[src/rtl/keypad_scan.sv]
// 4x4 matrix keypad scanner: walks an active-low column, samples the synchronised rows,
// debounces over whole scans and emits one event per accepted single-key press.
//
// state | meaning
// IDLE  | no key accepted; waiting for a debounced single-key press
// HELD  | a press was accepted; waiting for a debounced all-keys release
module keypad_scan #(
   parameter int SCAN_DIV       = 4,
   parameter int DEBOUNCE_SCANS = 3
) (
   input  logic       clk,
   input  logic       rst,
   input  logic       en,
   input  logic [3:0] row_in,
   output logic [3:0] col_out,
   output logic       key_valid,
   output logic [3:0] key_code,
   output logic       key_down
);

   localparam int DW = (SCAN_DIV > 1) ? $clog2(SCAN_DIV) : 1;
   localparam int CW = $clog2(DEBOUNCE_SCANS + 1);

   localparam logic [1:0] RES_NONE   = 2'd0;
   localparam logic [1:0] RES_SINGLE = 2'd1;
   localparam logic [1:0] RES_MULTI  = 2'd2;

   typedef enum logic {IDLE, HELD} state_t;

   state_t          state, state_nx;
   logic [3:0]      row_s1, row_s2;
   logic            active;
   logic [DW-1:0]   div_cnt;
   logic [1:0]      col;
   logic [15:0]     snapshot;
   logic [15:0]     full_scan;
   logic [CW-1:0]   stable_cnt, cnt_nx;
   logic [5:0]      prev_res, res_word;
   logic [1:0]      res_kind;
   logic [3:0]      res_code, hit_idx;
   logic [4:0]      hit_cnt;
   logic            sample, eval, accept;

   assign sample    = active && (div_cnt == DW'(SCAN_DIV - 1));
   assign eval      = sample && (col == 2'd3);
   // Column 3 is being written on the evaluation cycle, so take it straight from the synchroniser.
   assign full_scan = {~row_s2, snapshot[11:0]};
   assign col_out   = active ? ~(4'b0001 << col) : 4'hF;
   assign key_down  = (state == HELD);
   assign res_word  = {res_kind, res_code};

   always_comb begin
      hit_cnt = '0;
      hit_idx = '0;
      for (int i = 0; i < 16; i++) begin
         if (full_scan[i]) begin
            hit_cnt = hit_cnt + 5'd1;
            hit_idx = 4'(i);
         end
      end
      res_kind = RES_MULTI;
      res_code = '0;
      if (hit_cnt == 5'd0) begin
         res_kind = RES_NONE;
      end else if (hit_cnt == 5'd1) begin
         res_kind = RES_SINGLE;
         res_code = hit_idx;
      end
      if (res_word == prev_res) begin
         cnt_nx = (stable_cnt == CW'(DEBOUNCE_SCANS)) ? stable_cnt : stable_cnt + 1'b1;
      end else begin
         cnt_nx = CW'(1);
      end
   end

   always_comb begin
      state_nx = state;
      accept   = 1'b0;
      if (!en) begin
         state_nx = IDLE;
      end else if (eval) begin
         case (state)
            IDLE: if (res_kind == RES_SINGLE && cnt_nx == CW'(DEBOUNCE_SCANS)) begin
               state_nx = HELD;
               accept   = 1'b1;
            end
            HELD: if (res_kind == RES_NONE && cnt_nx == CW'(DEBOUNCE_SCANS)) begin
               state_nx = IDLE;
            end
            default: state_nx = IDLE;
         endcase
      end
   end

   always_ff @(posedge clk) begin
      if (rst) state <= IDLE;
      else     state <= state_nx;
   end

   always_ff @(posedge clk) begin
      if (rst) begin
         row_s1     <= 4'hF;
         row_s2     <= 4'hF;
         active     <= 1'b0;
         div_cnt    <= '0;
         col        <= '0;
         snapshot   <= '0;
         stable_cnt <= '0;
         prev_res   <= '0;
         key_valid  <= 1'b0;
         key_code   <= '0;
      end else begin
         row_s1 <= row_in;
         row_s2 <= row_s1;
         if (!en) begin
            // Parking discards any partial scan; the last accepted code stays visible.
            active     <= 1'b0;
            div_cnt    <= '0;
            col        <= '0;
            snapshot   <= '0;
            stable_cnt <= '0;
            prev_res   <= '0;
            key_valid  <= 1'b0;
         end else begin
            active    <= 1'b1;
            key_valid <= accept;
            if (active) begin
               if (sample) begin
                  div_cnt                     <= '0;
                  col                         <= col + 2'd1;
                  snapshot[{col, 2'b00} +: 4] <= ~row_s2;
               end else begin
                  div_cnt <= div_cnt + 1'b1;
               end
            end
            if (eval) begin
               stable_cnt <= cnt_nx;
               prev_res   <= res_word;
            end
            if (accept) key_code <= res_code;
         end
      end
   end

endmodule

[config.mk]
export PLATFORM = sky130hd
export DESIGN_NAME = keypad_scan
export DESIGN_NICKNAME = d
export VERILOG_FILES = /design/src/rtl/keypad_scan.sv
export SDC_FILE = /design/constraint.sdc
export NUM_CORES = 1
export LEC_CHECK = 0
export ABC_AREA = 1
export CORE_ASPECT_RATIO = 0.7
export CORE_UTILIZATION = 55
export CTS_CLUSTER_DIAMETER = 60
export DETAILED_ROUTE_END_ITERATION = 12
export MAX_ROUTING_LAYER = met4
export PLACE_DENSITY = 0.77
export SETUP_SLACK_MARGIN = 0.05
export SYNTH_ARGS = -nofsm -noshare
export SYNTH_HDL_FRONTEND = slang
export SYNTH_SLANG_ARGS = --single-unit
[constraint.sdc]
create_clock -name clk -period 7.56 [get_ports clk]
set_input_delay 1.134 -clock clk [delete_from_list [all_inputs] [get_ports clk]]
set_output_delay 1.134 -clock clk [all_outputs]
set_load 0.01 [all_outputs]
## After elaboration in Yosys (flattened, before gate mapping)

Index checks and enable logic that the tools add are counted.

| storage, ports and cells | value |
|---|---|
| logic and storage cells | 100 |
| output and inout port bits | 10 |
| register bits after elaboration | 43 |
| input bits | 7 |

| operators by class | value |
|---|---|
| shift-type cells | 3 |
| equal/unequal tests | 7 |
| add/sub/neg operators | 19 |
| muxes and demuxes | 47 |
| bitwise operators | 4 |
| reduce and logical (&&, ||, !) cells | 9 |

Operators by type and width:

| kind | count |
|---|---|
| 5-bit by 1-bit adder with 5-bit output, second input constant | 14 |
| 5-bit two-way mux | 14 |
| 4-bit two-way mux | 17 |
| 16-bit bitwise mux | 1 |
| 4-bit by 6-bit variable shift with 16-bit output, first input constant | 1 |
| 4-bit by 6-bit variable part select with 16-bit output | 1 |
| 2-bit two-way mux | 6 |
| 2-bit == test, second input constant | 4 |
| 1-bit two-way mux | 8 |
| 4-bit inverter | 2 |
| 2-bit by 1-bit adder with 2-bit output, second input constant | 3 |
| 6-bit == test | 1 |
| 4-bit negator with 6-bit output | 1 |
| 5-bit by 1-bit == test with 1-bit output, second input constant | 1 |
| 5-bit logical NOT | 1 |
| 1-bit logical AND | 4 |
| 2-bit AND reduction | 2 |
| 1-bit by 2-bit left shift with 4-bit output, first input constant | 1 |
| 1-bit by 1-bit adder with 2-bit output, second input constant | 1 |
| 2-bit by 1-bit == test with 1-bit output, second input constant | 1 |
| 2-bit logical NOT | 1 |
| 1-bit inverter | 2 |
| 1-bit one-hot mux with 2 select lines | 1 |
| 2-bit OR reduction | 1 |

## Logic depth before layout (Yosys ltp)

Gate-level depths: netlist (run 1).

| depth | value |
|---|---|
| depth in word-level cells | 43 |
| gate-level depth with buffers | 62 |
| mapped depth without buffers | 62 |

## Worst setup path after synthesis (run 1)

No wires, ideal clock.

| timing | value |
|---|---|
| path kind | register -> register |
| from | register snapshot[0] |
| to | register key_code[0] |
| period minus slack after synthesis | 7.927 ns |
| setup time | 0.114 ns |
| cell stages (with the launch flop) | 58 |
| data required time | 7.446 ns |
| buffers on the path | 0 |
| slack | -0.367 ns |
| data arrival time | 7.813 ns |
| path through | dfxtp_1 -> inv_1 -> ha_1 -> inv_1 -> nand2_2 -> nand2_1 -> inv_1 -> ha_1 -> nand2_1 -> nand2_1 -> ha_1 -> or2_1 -> nand2_1 -> inv_1 -> ha_1 -> nand2_1 -> nand2_2 -> ha_1 -> [... 22 more ...] -> nand2_1 -> ha_1 -> or2_2 -> o21ai_2 -> inv_1 -> ha_1 -> inv_1 -> o21ai_0 -> nor2_2 -> nand3_4 -> nor2_8 -> nand2_2 -> nand2_2 -> nand3_2 -> nor2_4 -> nand4_4 -> nor2_1 -> nor2_1 |

| between the ends | value |
|---|---|
| word-level cells in the longest chain between the ends | 43 |
| elaborated cells between the ends (all ways) | 47 |
| classes of those cells | 15 x add/sub; 4 x eq/ne; 25 x mux; 3 x reduce/logical |

RTL lines:

| item | line | RTL |
|---|---|---|
| from (decl) | 35 | `logic [15:0] snapshot;` |
| from (signal, indexed assignment) | 131 | `snapshot[{col, 2'b00} +: 4] <= ~row_s2;` |
| 1-bit two-way mux * | 56 | `if (full_scan[i]) begin` |
| 1-bit by 1-bit adder with 2-bit output | 57 | `hit_cnt = hit_cnt + 5'd1;` |
| 2-bit two-way mux * | 56 |  |
| 5-bit by 1-bit adder with 5-bit output | 57 |  |
| 5-bit two-way mux * | 56 |  |
| 5-bit by 1-bit adder with 5-bit output | 57 |  |
| 5-bit two-way mux * | 56 |  |
| 5-bit by 1-bit adder with 5-bit output | 57 |  |
| [... 27 more ...] | - |  |
| 2-bit two-way mux | 69 | `if (res_word == prev_res) begin` |
| 2-bit == test | 83 | `IDLE: if (res_kind == RES_SINGLE && cnt_nx == CW'(DEBOUNCE_SCANS)) begin` |
| 1-bit logical AND | 83 |  |
| 1-bit two-way mux | 83 |  |
| 1-bit two-way mux | 82 | `case (state)` |
| 1-bit two-way mux | 81 | `end else if (eval) begin` |
| 1-bit two-way mux | 79 | `if (!en) begin` |
| 2-bit AND reduction (no line) | - |  |
| to (signal assigned) | 140 | `if (accept) key_code <= res_code;` |
| to (decl) | 17 | `output logic [3:0] key_code,` |

Mark *: on every way between the ends. The rest lies on a longest branch, timed or not.
A chain may end at the register's enable or synchronous reset.

## Worst setup path in the final report (run 1)

| timing | value |
|---|---|
| from | register snapshot[0] |
| to | register key_code[2] |

Same word-level chain as after synthesis.

==> results of run 1 <==
metal layers:
layer	wire, um	track usage [%]	up-vias
met5	0	-	-
met4	768	15.5	0
met3	1040	4.45	92
met2	6190	60.3	281
met1	5350	45.3	1996
li1	-	-	2070
through the flow:
step	cell area (um^2)	utilization [%]	power (uW)	instances	setup slack [ns]
after floorplan	3860	-	247	582	0.0832
after global placement	4270	66.7	258	704	-0.0239
after detailed placement	4270	66.7	260	704	-0.327
after CTS	5090	79.5	443	786	-0.0426
after global routing	5280	82.5	465	788	-0.449
final	5280	82.5	456	788	-0.220
critical path, delay by kind of cell (launching register included):
kind	cells	cell delay, ns
and+or+nand+nor	36	3.52
adders and majority gates	13	3.06
buffers and inverters	7	0.64
DFF	1	0.35
AOI/OAI and AO/OA	2	0.13
cell usage in the layout, fill, tap and decap left out, types with 7 or more instances in the layout:
cell type and count:
a21oi_1 24, o21ai_0 14, buf_4 93, nand3_1 33, nand2_4 28, nand2_1 101, ha_4 14, inv_1 97
nor2_1 31, nand2_2 70, or2_2 9, inv_2 14, a31oi_1 9, a211oi_1 9, ha_1 7, dfxtp_1 36
nand3_2 26, clkdlybuf4s50_1 16
power groups by stage:
stage	clock network [uW]	registers, uW	logic (uW)
finish	187	212	57.7
detailed placement	0	216	44.7
global placement	0	216	42.8
CTS	181	211	50.4
floorplan	0	214	32.8
global route	191	212	61.4
final timing paths:
| kind | startpoint | endpoint | cells after the start |
|---|---|---|---|
| max | snapshot[0] | key_code[2] | 58 |
| min | row_s1[2] | row_s2[2] | 1 |
| max reg2reg | snapshot[0] | key_code[2] | 58 |
| min reg2reg | row_s1[2] | row_s2[2] | 1 |
timing repair:
item                                    CTS  global route
endpoints found under the setup margin    8            14
pin swaps                                38            53
buffers inserted                         72             8
cloned                                    2             0
gates resized for setup                  26            46
logic make-up after synthesis:
| group | share of synthesized area (%) |
|---|---|
| xor gates and xnor gates | 1.21 |
| and+or+nand+nor | 47.9 |
| AOI/OAI and AO/OA | 10.9 |
| buffers and inverters | 12.1 |
| DFF | 20.9 |
| adders and majority gates | 7.04 |
final cells by class:
type,instances,area share (%)
inverter,115,8.32
clock inverter,3,0.901
clock buffer,5,1.30
sequential,39,14.9
timing repair buffer,110,16.5
tap,91,2.16
multi-input combinational,425,56.0
registers in the layout, indices dropped and copies added, names as in the netlist:
name and count:
active 1, col 2, div_cnt 2, key_code 4, key_down 1, key_valid 1, prev_res 6, row_s1 4
row_s2 4, snapshot 12, stable_cnt 2
==> flow_metrics.py, run 1 <==
metrics = {
    "timing": {
        "tightest_slew_ns": 0.506,
        "finalCritPeriodShare_pct": 103,
        "hold_viol": 0,
        "timing.hold.ws_ns": 0.446,
        "setup_viol": 7,
        "rsz0062_at_grt": "yes",
        "timing.fmax_mhz": 129,
        "slew_violations": 0,
        "setup_ws_ns": -0.220,
        "max_slew_margin_pct": 66.3,
        "tns_ns": -1.03,
        "period_minus_slack_ns": 7.78,
        "skew_ns": 0.0219,
    },
    "power": {
        "p_sw_uw": 127,
        "internal_power_uw": 330,
        "p_clk_share_pct": 40.9,
        "power_frac_seq_pct": 46.4,
        "p_per_area_nw_per_um2": 86.5,
        "p_sw_share_pct": 27.8,
        "peakVddDrop_mv": 0.139,
        "p_leak_uw": 0.00290,
        "p_comb_share_pct": 12.6,
    },
    "logic_synthesis": {
        "syn-num-nets": 610,
        "yosysMostFrequentCell": "nand2_1",
        "syn_inst": 582,
        "synth_top_cell_by_area": "dfxtp_1",
        "yosysUniqueCellTypes": 36,
        "synth_area_per_cell_um2": 6.41,
        "synth.area.top_cells": "dfxtp_1, nand2_1, nand2_2",
        "ys_ff_latch": 39,
        "synth_common_cells": "nand2_1, inv_1, nand2_2, dfxtp_1, nand3_1",
        "yosys_most_used_dff": "dfxtp_1",
        "synthesis.area_um2": 3730,
        "synth-edff-count": 0,
        "yosys.area.top_type_share_pct": 20.9,
        "yosysWarningCount": 0,
        "async_flop_share_pct": 0,
        "synth-seq-area-share_pct": 20.9,
    },
    "global_route": {
        "grt-ovfl-total": 0,
        "grt_pass1_vias": 4208,
        "grt_max_degree": 16,
        "grt_usage_pct": 36.5,
        "grt_pass1_wl_um": 20000,
        "antenna_found_initial": 0,
    },
    "place": {
        "place_congestion": 0.849,
        "dp_hpwl_um": 6820,
        "port_buffers": 16,
    },
    "cells_and_area": {
        "seqCellArea_um2": 785,
        "post_route_cells_drive_above_1_share_pct": 42.0,
        "syn_to_final_growth_pct": 41.5,
        "fill_cells": 355,
        "n_antenna_cell": 0,
        "nNetsFinal": 724,
        "multi_input_area_um2": 2950,
    },
    "setup_path": {
        "worstSetupPathType": "flop to flop",
        "r2r_setup_slack_ns": -0.22,
        "max_stage_delay_ns": 0.35,
        "worstPathArrival_ns": 8.01,
        "crit_top_cell": "nand2_4",
        "start_kind": "flop",
        "crit_fanout": 5,
        "worst_ep_required_time_ns": 7.79,
        "worstSetupEndpointType": "flop",
        "slowest_stage": "dfxtp_2",
    },
    "route": {
        "drtIter0Drc": 408,
        "routedWlPerCell_um": 16.9,
        "drc": 0,
        "drt-total-wl_um": 13300,
        "num_vias": 4439,
        "drt-vias-per-instance": 5.63,
        "antenna_left": 0,
        "dr.pass1.iters": 5,
    },
    "clock_tree": {
        "cts_num_sinks": 39,
        "cts.clk_slew.worst_paths_ns": 0.10,
        "cts_root_buf": "clkbuf_8",
        "cts_hold_buf": 0,
        "cts_tree": "built",
        "insertion_delay_ns": 0.31,
        "cts_buffer_depth": 2,
        "cts_made_buffers": 5,
        "cts_max_level": 2,
    },
    "outcome": {
        "violations": "setup timing",
        "outcome": "finished with violations",
    },
    "hold_path": {
        "hp-class": "flop to flop",
    },
    "die": {
        "core_um2": 6400,
        "fp.dieH_um": 70.9,
        "die_x_um": 100,
        "start_util_pct": 58.3,
        "die_area_um2": 7120,
        "fp-row-count": 24,
        "ios": 17,
    },
    "job": {
        "cap_violations": 0,
    },
}
Power figures use the tool's default switching activity.
==> run 2: changes to the inputs <==
--- a/config.mk
+++ b/config.mk
@@ -7,11 +7,11 @@
 export LEC_CHECK = 0
 export ABC_AREA = 1
 export CORE_ASPECT_RATIO = 0.7
-export CORE_UTILIZATION = 55
+export CORE_UTILIZATION = 45
 export CTS_CLUSTER_DIAMETER = 60
 export DETAILED_ROUTE_END_ITERATION = 12
 export MAX_ROUTING_LAYER = met4
-export PLACE_DENSITY = 0.77
+export PLACE_DENSITY = 0.73
 export SETUP_SLACK_MARGIN = 0.05
 export SYNTH_ARGS = -nofsm -noshare
 export SYNTH_HDL_FRONTEND = slang
==> flow_metrics.py, run 2 (synthesis gave the netlist of run 1 again) <==
metrics = {
    "place": {
        "dp_slack_ns": -0.307,
        "dp_hpwl_um": 6800,
        "place_congestion": 0.828,
        "port_buffers": 16,
        "place_area_um2": 4230,
    },
    "setup_path": {
        "worstSetupEndpointType": "flop",
        "worstReg2RegEnd": "key_code[0]",
        "crit_fanout": 5,
        "worstSetupPathType": "flop to flop",
        "slowest_stage": "dfxtp_2",
        "start_kind": "flop",
        "worstPathArrival_ns": 7.79,
        "r2r_setup_slack_ns": -0.002,
        "r2r_start": "snapshot[1]",
        "worst_ep_required_time_ns": 7.78,
        "ff2ff_path_depth": 58,
        "crit_top_cell": "nand2_4",
        "max_stage_delay_ns": 0.33,
    },
    "hold_path": {
        "worst_hold_path.num_cells": 1,
        "holdPathEnd": "row_s2[3]",
        "hp-class": "flop to flop",
        "min_from": "row_s1[3]",
    },
    "clock_tree": {
        "cts_tree": "built",
        "insertion_delay_ns": 0.28,
        "cts.clk_slew.worst_paths_ns": 0.06,
        "cts_max_level": 2,
        "cts_made_buffers": 5,
        "cts_hold_buf": 0,
        "cts_num_sinks": 39,
        "cts_buffer_depth": 2,
        "cts_root_buf": "clkbuf_16",
    },
    "timing": {
        "setup_viol": 1,
        "skew_ns": 0.00416,
        "max_slew_margin_pct": 36.5,
        "setup_ws_ns": -0.00219,
        "finalCritPeriodShare_pct": 100,
        "rsz0062_at_grt": "yes",
        "timing.fmax_mhz": 132,
        "tightest_slew_ns": 0.949,
        "period_minus_slack_ns": 7.56,
        "hold_viol": 0,
        "slew_violations": 0,
        "timing.hold.ws_ns": 0.408,
    },
    "cells_and_area": {
        "final_cell_mix": "inv_1, nand2_1, nand2_2, buf_4, dfxtp_1",
        "largest_reg_flops": 12,
        "n_antenna_cell": 0,
        "fin_area_um2": 5130,
        "syn_to_final_growth_pct": 37.4,
        "final_util_pct": 64.6,
        "nNetsFinal": 683,
        "layout_commonest_cell": "inv_1",
        "post_route_cells_drive_above_1_share_pct": 41.6,
        "top_register": "snapshot",
        "reg_top3": "snapshot: 12 flops, prev_res: 6 flops",
    },
    "die": {
        "ios": 17,
        "die_area_um2": 8660,
        "die_x_um": 111,
        "fp-row-count": 27,
        "fp.dieH_um": 78.2,
        "start_util_pct": 47.0,
        "core_um2": 7940,
    },
    "route": {
        "drt-vias-per-instance": 5.05,
        "routedWlPerCell_um": 13.2,
        "drtIter0Drc": 239,
        "num_vias": 3823,
        "dr.pass1.iters": 4,
        "drc": 0,
        "antenna_left": 0,
        "drt-total-wl_um": 10000,
    },
    "outcome": {
        "violations": "setup timing",
        "outcome": "finished with violations",
    },
    "global_route": {
        "grt-ovfl-total": 0,
        "grt_max_degree": 16,
        "antenna_found_initial": 0,
        "grt_usage_pct": 23.8,
        "grt_pass1_vias": 3727,
        "grt_pass1_wl_um": 16600,
    },
    "job": {
        "cap_violations": 0,
    },
    "power": {
        "p_per_area_nw_per_um2": 98.7,
        "power_uw": 506,
        "p_leak_uw": 0.00281,
        "peakVddDrop_mv": 0.166,
    },
}
## run 2: repair_timing
| action | in CTS | in global routing |
|---|---|---|
| endpoints found under the setup margin | 8 | 12 |
| pin swaps | 38 | 61 |
| gates cloned | 2 | 0 |
| gates resized for setup | 25 | 68 |
| setup buffers | 33 | 10 |
## run 2: metrics by stage
| step | instances | setup TNS [ns] |
|---|---|---|
| after floorplan | 582 | 0 |
| after global placement | 708 | -0.142 |
| after detailed placement | 708 | -2.05 |
| after CTS | 751 | 0 |
| after global routing | 757 | -2.18 |
| final | 757 | -0.00219 |
## run 2: report_power, final
part	leakage (uW)	switching [uW]	internal [uW]
registers	0.000317	3.17	208
clock network	0.0000838	85.5	156
logic	0.00241	32.9	20.9
total	0.00281	122	384
## run 2: metal layers
layer / track usage, % / wire (um)
met2: 39.1 / 4760
met3: 2.39 / 338
met5: - / 0
met1: 31.2 / 4780
met4: 7.20 / 141
## run 2: cell type report
cell class	instances	area, um^2
Multi-Input combinational cell	425	3050
Fill cell	671	2810
Sequential cell	39	783
Timing Repair Buffer	69	569
Inverter	115	432
Tap cell	101	126
Clock buffer	5	125
Clock inverter	3	43.8
## run 2: worst max-delay path by stage
stage	endpoint	slack, ns	startpoint	depth (start not counted)
global placement	key_code[0]	-0.06	snapshot[1]	57
global route	key_code[0]	-0.33	snapshot[0]	60
floorplan	key_code[0]	0.08	snapshot[1]	57
CTS	key_code[2]	0.001	snapshot[0]	58
finish	key_code[0]	-0.002	snapshot[1]	58
detailed placement	key_code[2]	-0.31	snapshot[1]	57
## run 2: critical path: cells and delay by family, from the launching register on
family	cells	cell delay, ns
simple gates	36	3.42
buf+inv	6	0.33
compound gates	2	0.12
fa+ha+maj	14	3.26
flops	1	0.33
==> run 3: changes to the inputs <==
--- a/config.mk
+++ b/config.mk
@@ -8,7 +8,7 @@
 export ABC_AREA = 1
 export CORE_ASPECT_RATIO = 0.7
 export CORE_UTILIZATION = 45
-export CTS_CLUSTER_DIAMETER = 60
+export CTS_CLUSTER_DIAMETER = 50
 export DETAILED_ROUTE_END_ITERATION = 12
 export MAX_ROUTING_LAYER = met4
 export PLACE_DENSITY = 0.73
==> results of run 3 <==
No change in the layout: final DEF, timing and power equal those of run 2.
